===== src/rtl/hpdcache_mem_read_resp_router.sv =====
// Routes memory read responses back to the requester that issued the matching ID,
// and blocks new requests whose ID is still outstanding.
module hpdcache_mem_read_resp_router #(
    parameter int unsigned N                     = 1,
    parameter int unsigned ID_WIDTH              = 4,
    parameter type         hpdcache_mem_resp_r_t = logic,
    localparam type        gnt_index_t           = logic [(N > 1 ? $clog2(N) : 0):0]
) (
    input  logic                 clk_i,
    input  logic                 rst_ni,

    input  logic                 mem_req_read_valid_i,
    output logic                 mem_req_read_ready_o,
    input  logic [ID_WIDTH-1:0]  mem_req_read_id_i,
    input  gnt_index_t           mem_req_read_index_i,
    output logic                 mem_req_read_valid_o,
    input  logic                 mem_req_read_ready_i,

    input  logic                 mem_resp_read_valid_i,
    output logic                 mem_resp_read_ready_o,
    input  logic [ID_WIDTH-1:0]  mem_resp_read_id_i,
    input  logic                 mem_resp_read_last_i,
    input  hpdcache_mem_resp_r_t mem_resp_read_i,
    output logic [N-1:0]         mem_resp_read_valid_o,
    input  logic [N-1:0]         mem_resp_read_ready_i,
    output hpdcache_mem_resp_r_t mem_resp_read_o,

    output logic [ID_WIDTH:0]    outstanding_o,
    output logic                 err_unknown_id_o
);

    localparam int unsigned DEPTH = 1 << ID_WIDTH;
    localparam int unsigned CNT_W = ID_WIDTH + 1;

    logic [DEPTH-1:0] busy_q, busy_d;
    gnt_index_t       owner_q [DEPTH];
    logic [CNT_W-1:0] outstanding_q, outstanding_d;
    logic             err_q, err_d;

    logic       id_free;
    logic       req_hs;
    logic       resp_hit;
    gnt_index_t resp_owner;
    logic       resp_ready_sel;
    logic       resp_hs;
    logic       resp_free;
    logic       resp_unknown;

    // Request path: an ID still in the table is held off so its response stays unambiguous.
    assign id_free              = ~busy_q[mem_req_read_id_i];
    assign mem_req_read_valid_o = mem_req_read_valid_i & id_free;
    assign mem_req_read_ready_o = mem_req_read_ready_i & id_free;
    assign req_hs               = mem_req_read_valid_i & mem_req_read_ready_i & id_free;

    // Response path looks up the registered table only.
    assign resp_hit   = busy_q[mem_resp_read_id_i];
    assign resp_owner = owner_q[mem_resp_read_id_i];

    always_comb begin
        resp_ready_sel = 1'b0;
        for (int k = 0; k < int'(N); k++) begin
            if (resp_owner == gnt_index_t'(k)) begin
                resp_ready_sel = mem_resp_read_ready_i[k];
            end
        end
    end

    generate
        for (genvar gi = 0; gi < int'(N); gi++) begin : g_resp_valid
            assign mem_resp_read_valid_o[gi] = mem_resp_read_valid_i & resp_hit &
                                               (resp_owner == gnt_index_t'(gi));
        end
    endgenerate

    // Unknown IDs are accepted and dropped so memory never stalls on them.
    assign mem_resp_read_ready_o = resp_hit ? resp_ready_sel : 1'b1;
    assign mem_resp_read_o       = mem_resp_read_i;

    assign resp_hs      = mem_resp_read_valid_i & mem_resp_read_ready_o;
    assign resp_free    = resp_hs & resp_hit & mem_resp_read_last_i;
    assign resp_unknown = resp_hs & ~resp_hit;

    always_comb begin
        busy_d        = busy_q;
        outstanding_d = outstanding_q + CNT_W'(req_hs) - CNT_W'(resp_free);
        err_d         = err_q | resp_unknown;
        if (resp_free) begin
            busy_d[mem_resp_read_id_i] = 1'b0;
        end
        if (req_hs) begin
            busy_d[mem_req_read_id_i] = 1'b1;
        end
    end

    always_ff @(posedge clk_i) begin
        if (!rst_ni) begin
            busy_q        <= '0;
            outstanding_q <= '0;
            err_q         <= 1'b0;
        end else begin
            busy_q        <= busy_d;
            outstanding_q <= outstanding_d;
            err_q         <= err_d;
        end
    end

    // Owner entries are only meaningful while their busy bit is set, so no reset is needed.
    always_ff @(posedge clk_i) begin
        if (req_hs) begin
            owner_q[mem_req_read_id_i] <= mem_req_read_index_i;
        end
    end

    assign outstanding_o    = outstanding_q;
    assign err_unknown_id_o = err_q;

endmodule

===== config.mk =====
export PLATFORM = sky130hd
export DESIGN_NAME = hpdcache_mem_read_resp_router
export DESIGN_NICKNAME = d
export VERILOG_FILES = /design/src/rtl/hpdcache_mem_read_resp_router.sv
export SDC_FILE = /design/constraint.sdc
export NUM_CORES = 1
export LEC_CHECK = 0
export ABC_AREA = 1
export CAP_MARGIN = 20
export CELL_PAD_IN_SITES_DETAIL_PLACEMENT = 0
export CELL_PAD_IN_SITES_GLOBAL_PLACEMENT = 1
export CORE_MARGIN = 1.5
export CORE_UTILIZATION = 36
export CTS_BUF_LIST = sky130_fd_sc_hd__clkbuf_8 sky130_fd_sc_hd__clkbuf_16
export DETAILED_ROUTE_END_ITERATION = 10
export GPL_TIMING_DRIVEN = 0
export PLACE_DENSITY = 0.82
export SYNTH_ARGS = -nofsm -noshare
export SYNTH_HDL_FRONTEND = slang
export SYNTH_SLANG_ARGS = --single-unit

===== constraint.sdc =====
create_clock -name clk_i -period 2.65 [get_ports clk_i]
set_input_delay 0.53 -clock clk_i [delete_from_list [all_inputs] [get_ports clk_i]]
set_output_delay 0.53 -clock clk_i [all_outputs]
set_load 0.02 [all_outputs]

== Word-level counts from Yosys, hierarchy flattened ==
Memory sizes are Yosys's and may differ from the RTL's.
Index checks and enable logic that the tools add are counted.
Word-level totals
  register bits: 22
  bits in writable memories: 16
  input bits: 17
  output and inout port bits: 11
  logic and storage cells: 43
  memories kept: 1
Memories
  owner_q: depth 16, bits a word 1, read ports 1, clocked after memory_dff 0, write ports 1, line 36  | gnt_index_t owner_q [DEPTH];
Operators by class
  $add $sub $neg: 2
  order comparisons: 4
  mux-type cells: 14
  bitwise logic cells: 17
  reductions and logical operators: 2
Operators by type and width (count)
  $mux 16: 2
  $and 16x16->16: 1
  $not 16->16: 1
  $or 16x16->16: 1
  $and 1x1->1: 10
  $lt 4x5->1 const B: 2
  $bmux 1 s4: 2
  $demux 1 s4: 2
  $ge 4x1->1 const B: 2
  $mux 1: 8
  $add 5x1->5: 1
  $sub 5x1->5: 1
  $not 1->1: 3
  $logic_and 1x1->1: 2
  $or 1x1->1: 1

== Longest topological paths before layout ==
Gate-level depths: netlist (run 1).
  depth in word-level cells: 9
  gate-level depth with buffers: 22
  gate-level depth less buffers: 19

== Least setup slack after synthesis (run 1) ==
No wires, ideal clock.
  path type: input to register
  from: input port mem_resp_read_id_i[0]
  to: register outstanding_q[4] (netlist: outstanding_o[4])
  setup time: 70 ps
  data arrival time: 2793 ps
  data required time: 2580 ps
  path slack: -213 ps
  cell stages on the path: 21
  path buffers: 3
  cells stage by stage: buf_6 > buf_2 > nand2_1 > nand2_1 > nand2_1 > nand2_1 > nand2_1 > nand2_2 > nor2_4 > nand3_2 > nor2_4 > buf_8 > ha_1 > inv_1 > ha_1 > fa_1 > nand2_1 > nand2_1 > a21oi_1 > o21ai_0 > a21oi_1
Between the ends
  word-level cells in the longest chain between the ends: 7
  elaborated cells on any way between the ends: 9
  classes of those cells: add/sub (1); mux (4); bitwise (3); memory (1)
RTL lines
  from (decl): line 21  | input logic [ID_WIDTH-1:0] mem_resp_read_id_i,
  $mem_v2 16x1 / $bmux 1 s4 (equally long branches)
  $mux 1 (on tied branches): line 62, 56
  $mux 1: line 76  | assign mem_resp_read_ready_o = resp_hit ? resp_ready_sel : 1'b1;
  $and 1x1->1: line 79  | assign resp_hs = mem_resp_read_valid_i & mem_resp_read_ready_o;
  $and 1x1->1 (*) (2 in a row): line 80  | assign resp_free = resp_hs & resp_hit & mem_resp_read_last_i;
  $sub 5x1->5 (*): line 85  | outstanding_d = outstanding_q + CNT_W'(req_hs) - CNT_W'(resp_free);
  to (signal assigned): line 102  | outstanding_q <= outstanding_d;
  to (decl): line 37  | logic [CNT_W-1:0] outstanding_q, outstanding_d;
Every way passes the cells marked *; elsewhere a longest branch is shown, timed or not. The select of a mux whose other input is x is not followed.
A chain may end at the register's enable or synchronous reset.

== Worst setup path in the final report (run 1) ==
  from: input port mem_resp_read_id_i[1]
  to: register outstanding_q[4] (netlist: outstanding_o[4])
Same word-level chain as after synthesis.

==> results of run 1 <==
[power by group through the flow]
stage	clock network [mW]	logic [mW]	registers (mW)
finish	0.366	0.272	0.647
global route	0.396	0.300	0.650
CTS	0.373	0.273	0.648
detailed placement	0	0.264	0.661
global placement	0	0.262	0.660
floorplan	0	0.143	0.680
[synthesized netlist by cell type]
library cell / count / area share, %
clkinv_1: 1 / 0.16
a21oi_1: 11 / 2.4
buf_8: 1 / 0.65
nor3b_1: 2 / 0.65
edfxtp_1: 16 / 21
nand4_1: 17 / 4.6
o21ai_2: 1 / 0.38
nand3_1: 4 / 0.86
a22oi_1: 8 / 2.6
xnor2_1: 1 / 0.38
buf_4: 2 / 0.65
o21ai_0: 3 / 0.65
inv_1: 39 / 6.3
inv_4: 1 / 0.27
nand2_2: 20 / 5.4
a31oi_1: 1 / 0.27
clkbuf_1: 1 / 0.16
a21oi_2: 9 / 3.4
nor2_1: 26 / 4.2
buf_6: 2 / 0.97
nor3_1: 2 / 0.43
fa_1: 1 / 0.86
dfxtp_1: 22 / 19
ha_1: 5 / 2.7
nor2_4: 3 / 1.5
buf_1: 1 / 0.16
nand3_2: 1 / 0.43
nand2_1: 114 / 18
buf_2: 3 / 0.65
xor2_1: 1 / 0.38
[critical path: stages]
cell and delay (ns):
clkdlybuf4s15_2 0.21, inv_1 0.06, buf_6 0.14, nand3_1 0.08, nand4_1 0.07, nand2_1 0.08, nand2_2 0.09, o21ai_4 0.19
nor2_4 0.08, ha_4 0.26, inv_2 0.03, ha_4 0.15, fa_2 0.34, nand2_1 0.06, nand2_1 0.06, a21oi_2 0.14
o21ai_1 0.08, a21oi_1 0.11
[area by class of cell]
cell class	instances	area [sq um]	share of cell area [%]
multi-input cells	230	1270	43.8
plain buffers	9	87.6	3.03
well taps	77	96.3	3.33
repair buffers	30	280	9.69
flip-flops and latches	38	921	31.8
inverters	41	164	5.67
clock buffers	5	68.8	2.38
clock inverters	2	7.51	0.260
[through the flow]
stage	power [mW]	util, %	hold WS [ns]
after floorplan	0.822	-	0.452
final	1.28	46.1	0.481
after global placement	0.923	43.4	0.467
after global routing	1.35	46.1	0.495
after detailed placement	0.925	43.4	0.469
after CTS	1.29	45.9	0.479
[path summary, 6_finish.rpt]
path | cells past startpoint | from | to
setup reg to reg | 18 | owner_q[7]$_DFFE_PP_ | outstanding_o[4]$_SDFF_PN0_
setup / recovery | 18 | mem_resp_read_id_i[1] | outstanding_o[4]$_SDFF_PN0_
hold / removal | 2 | err_unknown_id_o$_SDFF_PN0_ | err_unknown_id_o$_SDFF_PN0_
hold reg to reg | 2 | err_unknown_id_o$_SDFF_PN0_ | err_unknown_id_o$_SDFF_PN0_
[registers in the layout, indices dropped and copies added, names as in the netlist]
register / flops
busy_q: 16
owner_q: 16
outstanding_o: 5
err_unknown_id_o: 1
[kinds of logic after synthesis]
| group | Yosys count | synth area share (%) |
|---|---|---|
| xor gates and xnor gates | 2 | 0.754 |
| AOI/OAI and AO/OA | 33 | 9.64 |
| adders and majority gates | 6 | 3.56 |
| and+or+nand+nor | 189 | 36.4 |
| buffers and inverters | 51 | 9.97 |
| DFF | 38 | 39.7 |
[timing repair]
item,4_1_cts,5_1_grt
gates resized for setup,32,14
pin swaps,6,0
cloned,0,0
setup buffers,5,0
setup endpoints to repair,9,6
[routing by layer]
metal / vias up / track usage, %
li1: 1089 / -
met1: 971 / 24.5
met2: 53 / 29.3
met3: 6 / 2.98
met4: 0 / 6.36
met5: - / 0
==> results.toml, run 1 <==
[floorplan]
core_area_sq_mm = 0.00628
start_util_pct = 37.0
die_area_sq_mm = 0.00694
die_x_um = 83.3
pin_count = 28
num_rows = 29
die_h_um = 83.3

[place]
pre_cts_ws_ns = -0.891
portBuffers = 25
dp_hpwl_um = 4290
dpl_cell_area_sq_mm = 0.00272
dpl.cell_count = 421
gp_congestion = 0.859

[global_route]
grt_max_degree = 17
antenna_found_initial = 0
grt_pass1_vias = 1976
grt.overflow.total = 0
grt_usage_pct = 18.1
grt_pass1_wl_um = 9910

[clock_network]
clock_latency_ns = 0.29
htreeDepth = 2
root_buffer = "clkbuf_8"
path_clk_slew_ns = 0.07
cts_made_buffers = 5
clock_sinks = 38
cts_tree = "yes"
cts_buffer_depth = 2
ctsHoldBuffers = 0

[timing]
max_freq_mhz = 394
fin_skew_ns = 0.00705
setup_viol = 0
finalMaxSlewViolations = 0
period_needed_ns = 2.54
max_slew_margin_pct = 52.0
worst_pin_slew_ns = 0.720
period_share_pct = 95.9
rsz0062_at_grt = "true"
fin_ws_ns = 0.109
hold_viol_final = 0
setup_tns_ns = 0

[power]
power.density_mw_per_mm2 = 444
peakVddDrop_uv = 263
intPower_mw = 0.917
p_seq_share_pct = 50.4
switching_share_pct = 28.6
combPwrFrac_pct = 21.2
switchingPower_mw = 0.368
p_clk_share_pct = 28.5
leakagePower_nw = 1.34

[synth]
syn_avg_cell_area_sq_um = 7.28
synth.distinct_cells = 30
synth.net_count = 342
yosys_warnings = 0
postSynthCellCount = 319
netlist_area_sq_mm = 0.00232
seq_area_frac_synth_pct = 39.7
yosys_register_bits = 38

[layout]
final_cells = 432
fillers = 642
post-route-cell-area_sq_mm = 0.00289
layout.cells.most_common = "nand2_1"
layout.nets = 378
final_cell_mix = "107 x nand2_1, 37 x inv_1, 26 x nand2_2"
drive_gt1_share_pct = 21.4
n_antenna_cell = 0
syn_to_final_growth_pct = 24.5

[worst_setup_path]
endpoint_kind = "flop"
crit_path_max_fanout = 10
crit_required_ns = 2.88
start_kind = "input pin"
path_class = "input pin to flop"
ff2ff_setup_slack_ns = 0.33
cp.arrival_ns = 2.77

[routing]
avgViaCountPerCell = 4.91
wl_um = 5880
drtIter0Drc = 133
wl_met2_um = 2740
wl_per_cell_um = 13.6
top_layer_used = "met4"
met3_length_um = 316
dr.pass1.iters = 5
drc_errors = 0
vias = 2119
antenna_left = 0
wl_met1_um = 2740

[worst_hold_path]
hold_path.class = "flop to flop"

[outcome]
run_status = "completed"

[run]
max_cap_violations = 0
(Power assumes the default switching activity.)
==> inputs of run 2 (changes only) <==
GPL_TIMING_DRIVEN = default   (was 0)
==> run 2 against run 1 <==
  * Maximum frequency grew 2.8%
  * Final cell count grew 6.3%
  * Total power grew 19%
  * Clock-buffer cell count is the same
  * Die area is the same
  * Worst hold slack gained 0.011 ns
  * Highest routed layer unchanged
  * Utilization grew 4.7 points
  * Flip-flop and latch count is the same
  * Design area grew 10%
  * Register-to-register slack lost 0.03 ns
  * Via count grew 5.3%
==> results.toml, run 2 (synthesized netlist as in run 1, its figures left out) <==
[outcome]
run_status = "completed"

[worst_setup_path]
endpoint_kind = "output port"
rr_worst_depth = 18
cp_common_cell = "nand2_2"
cp.arrival_ns = 1.94
start_kind = "input pin"
reg2reg_to = "outstanding_o[4]$_SDFF_PN0_"
crit_required_ns = 2.12
r2r_start = "owner_q[5]$_DFFE_PP_"
cp_cell_sequence = "buf_6, buf_16, nand2_2, nand2_2, nand2_1, nand2_1, nand2_2, nand2_2, buf_4, buf_4, nor3_1, dlygate4sd2_1"
crit_path_max_fanout = 6
worst-path-buf-inv = 5
slowest_stage = "dlygate4sd2_1"
cp_top_family = "buffers and inverters"
path_class = "input pin to output port"
slowest_delay_ns = 0.35
ff2ff_setup_slack_ns = 0.30

[clock_network]
htreeDepth = 2
cts_buffer_depth = 2
clock_latency_ns = 0.29
ctsHoldBuffers = 0
clock_sinks = 38
cts_made_buffers = 5
root_buffer = "clkbuf_8"
cts_tree = "yes"
path_clk_slew_ns = 0.08

[routing]
drtIter0Drc = 154
drc_errors = 0
dr.pass1.iters = 4
wl_um = 6060
avgViaCountPerCell = 4.86
vias = 2231
antenna_left = 0
wl_per_cell_um = 13.2

[power]
power.density_mw_per_mm2 = 481
combPwrFrac_pct = 19.2
switchingPower_mw = 0.397
switching_share_pct = 25.9
p_seq_share_pct = 42.4
peakVddDrop_uv = 319
leakagePower_nw = 1.51
intPower_mw = 1.14
p_clk_share_pct = 38.5

[layout]
final_cells = 459
drive_gt1_share_pct = 30.9
n_antenna_cell = 0
syn_to_final_growth_pct = 37.2
final_cell_mix = "98 x nand2_1, 36 x inv_1, 36 x nand2_2"
layout.cells.most_common = "nand2_1"
layout.nets = 404
fillers = 635
post-route-cell-area_sq_mm = 0.00319

[global_route]
grt_pass1_vias = 2106
grt_pass1_wl_um = 10300
grt_max_degree = 19
grt.overflow.total = 0
antenna_found_initial = 0
grt_usage_pct = 18.4

[worst_hold_path]
hold_path.class = "flop to flop"
worstHoldStart = "err_unknown_id_o$_SDFF_PN0_"
hold_path_end = "err_unknown_id_o$_SDFF_PN0_"
whs_path_depth = 2

[timing]
setup_viol = 0
period_share_pct = 93.2
finalMaxSlewViolations = 0
max_freq_mhz = 405
max_slew_margin_pct = 64.2
rsz0062_at_grt = "false"
period_needed_ns = 2.47
worst_pin_slew_ns = 0.535
hold_viol_final = 0
fin_skew_ns = 0.00698

[place]
dp_hpwl_um = 4470
gp_congestion = 0.822
dpl_cell_area_sq_mm = 0.00292
portBuffers = 25
dpl.cell_count = 446

[floorplan]
num_rows = 29
die_x_um = 83.3
pin_count = 28
die_area_sq_mm = 0.00694
die_h_um = 83.3
core_area_sq_mm = 0.00628
start_util_pct = 37.0

[run]
max_cap_violations = 0
[run 2: layout make-up]
class / count / area, sq um / area share, %
Inverter: 41 / 161 / 5.06
Multi-Input combinational cell: 230 / 1280 / 40.3
Sequential cell: 38 / 921 / 28.9
Timing Repair inverter: 1 / 7.51 / 0.236
Clock inverter: 3 / 63.8 / 2.00
Tap cell: 77 / 96.3 / 3.02
Timing Repair Buffer: 64 / 584 / 18.3
Clock buffer: 5 / 68.8 / 2.16
[run 2: what timing repair did]
action,4_1_cts,5_1_grt
pin swaps,6,23
endpoints found under the setup margin,8,6
setup buffers,3,2
resized for setup,30,30
cloned,2,0
[run 2: per-stage QoR]
step                      total power, mW  setup WS [ns]  hold WS [ns]  TNS (ns)  utilization [%]
after floorplan                     0.822         -0.160         0.452    -0.161                -
after global placement              0.937         -0.572         0.469     -3.64             46.5
after detailed placement            0.942         -0.638         0.474     -3.98             46.5
after CTS                            1.54        0.00913         0.488         0             50.3
after global routing                 1.60        0.00997         0.505         0             50.8
final                                1.53          0.179         0.492         0             50.8
[run 2: worst reg2reg max path: stages, from the launching register on]
cell	delay (ns)
edfxtp_1	0.39
nand2_2	0.08
nand2_2	0.04
nand2_1	0.05
nand2_1	0.06
nand2_2	0.07
nand2_2	0.08
nor2_4	0.11
nand3_2	0.08
nor2_4	0.18
ha_4	0.15
inv_2	0.03
ha_4	0.15
fa_2	0.36
nand2_1	0.07
nand2_1	0.06
a21oi_2	0.15
o21ai_1	0.07
a21oi_1	0.11
[run 2: power by group through the flow]
stage	logic (mW)	registers, mW	clock network (mW)
global placement	0.276	0.661	0
detailed placement	0.279	0.663	0
CTS	0.295	0.650	0.594
global route	0.326	0.652	0.618
floorplan	0.143	0.680	0
finish	0.294	0.650	0.590
[run 2: per-layer routing]
layer  track usage, %  vias to the layer above  routed length [um]
li1                 -                     1143                   -
met1             24.9                     1018                2790
met3             2.68                        7                 296
met2             30.3                       63                2870
met4             5.76                        0                  94
met5                0                        -                   0
[run 2: worst max path at each step]
stage	startpoint	endpoint	slack (ns)	cells past startpoint
after detailed placement	mem_req_read_id_i[0]	outstanding_o[4]$_SDFF_PN0_	-0.64	18
final	mem_resp_read_id_i[0]	mem_resp_read_valid_o	0.18	12
after floorplan	mem_resp_read_id_i[0]	outstanding_o[4]$_SDFF_PN0_	-0.16	22
after CTS	mem_req_read_id_i[0]	mem_req_read_valid_o	0.009	10
after global placement	mem_resp_read_id_i[0]	outstanding_o[4]$_SDFF_PN0_	-0.57	21
after global routing	mem_req_read_id_i[1]	outstanding_o[4]$_SDFF_PN0_	0.01	18
==> inputs of run 3 (changes only) <==
CORE_UTILIZATION = 38   (was 36)
CTS_BUF_LIST = sky130_fd_sc_hd__clkbuf_8   (was sky130_fd_sc_hd__clkbuf_8 sky130_fd_sc_hd__clkbuf_16)
PLACE_DENSITY = 0.85   (was 0.82)
REMOVE_ABC_BUFFERS = 1   (was default)
==> run 3 against run 2 <==
  * Design area fell by 4.8%
  * Critical path depth rose by 3
  * Combinational power is 2% lower
  * Register-to-register slack improved by 0.02 ns
  * Die area is 5.1% lower
  * First-iteration DRC count shrank 22%
  * Via count decreased by 1.1%
  * Global-route usage rose by 1.4 points
  * Utilization up 0.48 points
  * Non-clock buffer count shrank 2
  * Largest cell class unchanged
==> results.toml, run 3 (synthesized netlist as in run 1, its figures left out) <==
[clock_network]
path_clk_slew_ns = 0.08
cts_buffer_depth = 2
ctsHoldBuffers = 0
clock_latency_ns = 0.29
clock_sinks = 38
root_buffer = "clkbuf_8"
htreeDepth = 2
cts_tree = "yes"
cts_made_buffers = 5

[routing]
dr.pass1.iters = 4
wl_um = 6050
wl_per_cell_um = 13.3
avgViaCountPerCell = 4.86
antenna_left = 0
vias = 2207
drtIter0Drc = 120
drc_errors = 0

[floorplan]
die_h_um = 81.2
die_area_sq_mm = 0.00659
pin_count = 28
num_rows = 28
start_util_pct = 39.2
core_area_sq_mm = 0.00592
die_x_um = 81.2

[place]
portBuffers = 25
gp_congestion = 0.839
dp_hpwl_um = 4360
dpl.cell_count = 444

[power]
leakagePower_nw = 1.46
power.density_mw_per_mm2 = 436
peakVddDrop_uv = 387

[timing]
period_share_pct = 95.5
setup_viol = 0
max_slew_margin_pct = 60.9
finalMaxSlewViolations = 0
holdWs_ns = 0.491
max_freq_mhz = 395
fin_skew_ns = 0.00415
period_needed_ns = 2.53
worst_pin_slew_ns = 0.585
hold_viol_final = 0

[global_route]
grt_pass1_wl_um = 9830
grt_max_degree = 19
top_usage_layer = "met2"
grt_util_met2_pct = 31.9
grt.overflow.total = 0
gr-usage-met1_pct = 26.7
grt_usage_pct = 19.8
grt_pass1_vias = 2123
met3_usage_pct = 3.82
antenna_found_initial = 0

[worst_hold_path]
worstHoldStart = "busy_q[11]$_SDFF_PN0_"
hold_path.class = "flop to flop"

[worst_setup_path]
cp_common_cell = "nand2_1"
slowest_stage = "clkdlybuf4s50_1"
slowest_delay_ns = 0.53
crit_path_max_fanout = 4
startpoint = "mem_req_read_id_i[3]"
start_kind = "input pin"
path_class = "input pin to flop"
worst-path-buf-inv = 3
r2r_start = "owner_q[10]$_DFFE_PP_"
crit_required_ns = 2.88
cp_top_family = "adder cells"
cp_cell_sequence = "clkdlybuf4s50_1, nor2_1, nand2_1, nand2_2, nor3_2, inv_1, ha_1, inv_1, ha_2, fa_2, nand2_1, nand2_1, a21oi_2, o21ai_1, a21oi_1"
cp.arrival_ns = 2.76
endpoint_kind = "flop"

[layout]
final_cells = 454
n_antenna_cell = 0
fillers = 586
layout.nets = 401
syn_to_final_growth_pct = 30.7
layout.cells.most_common = "nand2_1"
final_cell_mix = "112 x nand2_1, 38 x inv_1, 33 x buf_4"
drive_gt1_share_pct = 26.1

[run]
max_cap_violations = 0

[outcome]
run_status = "completed"
-- run 3: changes by cell type in the layout (fill, tap and decap cells not counted), sizes merged --
| cell | before | now |
|---|---|---|
| clkinv | 2 | 3 |
| dlymetal6s2s | 3 | 1 |
| clkinvlp | 1 | 0 |
| inv | 40 | 41 |
| dlygate4sd2 | 3 | 6 |
| clkdlybuf4s15 | 2 | 1 |
| buf | 40 | 37 |
| bufinv | 2 | 0 |
| clkdlybuf4s50 | 13 | 14 |
-- run 3: stage by stage --
stage                     utilization (%)  setup slack, ns  power (mW)  cell area (sq um)  setup TNS (ns)
final                                51.2            0.119        1.32               3030               0
after global placement               48.6           -0.626       0.929               2880           -3.83
after floorplan                         -          -0.0841       0.796               2250         -0.0841
after global routing                 51.2          -0.0112        1.39               3030         -0.0112
after detailed placement             48.6           -0.682       0.930               2880           -3.95
after CTS                            50.4           0.0219        1.32               2990               0
-- run 3: area by class of cell --
| class | instances | area, sq um | share of cell area [%] |
|---|---|---|---|
| multi-input cells | 230 | 1220 | 40.2 |
| flip-flops and latches | 38 | 921 | 30.4 |
| repair buffers | 62 | 556 | 18.3 |
| inverters | 41 | 161 | 5.32 |
| well taps | 75 | 93.8 | 3.09 |
| clock buffers | 5 | 68.8 | 2.27 |
| clock inverters | 3 | 13.8 | 0.454 |
-- run 3: tightest hold or removal path, stage by stage (launching register included) --
cell and delay, ns:
dfxtp_1 0.33, nand2_1 0.07, a21oi_1 0.05
-- run 3: metal layers --
| layer | share of wire (%) | vias to the layer above | routed length, um |
|---|---|---|---|
| met5 | 0 | - | 0 |
| met4 | 1.0 | 0 | 63 |
| met3 | 5.4 | 6 | 324 |
| met2 | 47 | 60 | 2840 |
| met1 | 47 | 1005 | 2820 |
| li1 | - | 1136 | - |
-- run 3: report_power, final --
part	leakage, nW	switching, mW	internal [mW]
Sequential	0.323	0.0173	0.632
Combinational	1.09	0.160	0.127
Clock	0.0491	0.209	0.179
-- run 3: worst paths after layout --
check | endpoint | slack, ns | cells after the start
hold / removal | busy_q[11]$_SDFF_PN0_ | 0.49 | 2
hold reg to reg | busy_q[11]$_SDFF_PN0_ | 0.49 | 2
setup / recovery | outstanding_o[4]$_SDFF_PN0_ | 0.12 | 15
setup reg to reg | outstanding_o[4]$_SDFF_PN0_ | 0.32 | 18
-- run 3: timing repair --
action / 4_1_cts / 5_1_grt
pin swaps: 3 / 3
gates resized for setup: 27 / 16
buffers inserted: 0 / 1
endpoints found under the setup margin: 8 / 5
gates cloned: 0 / 2
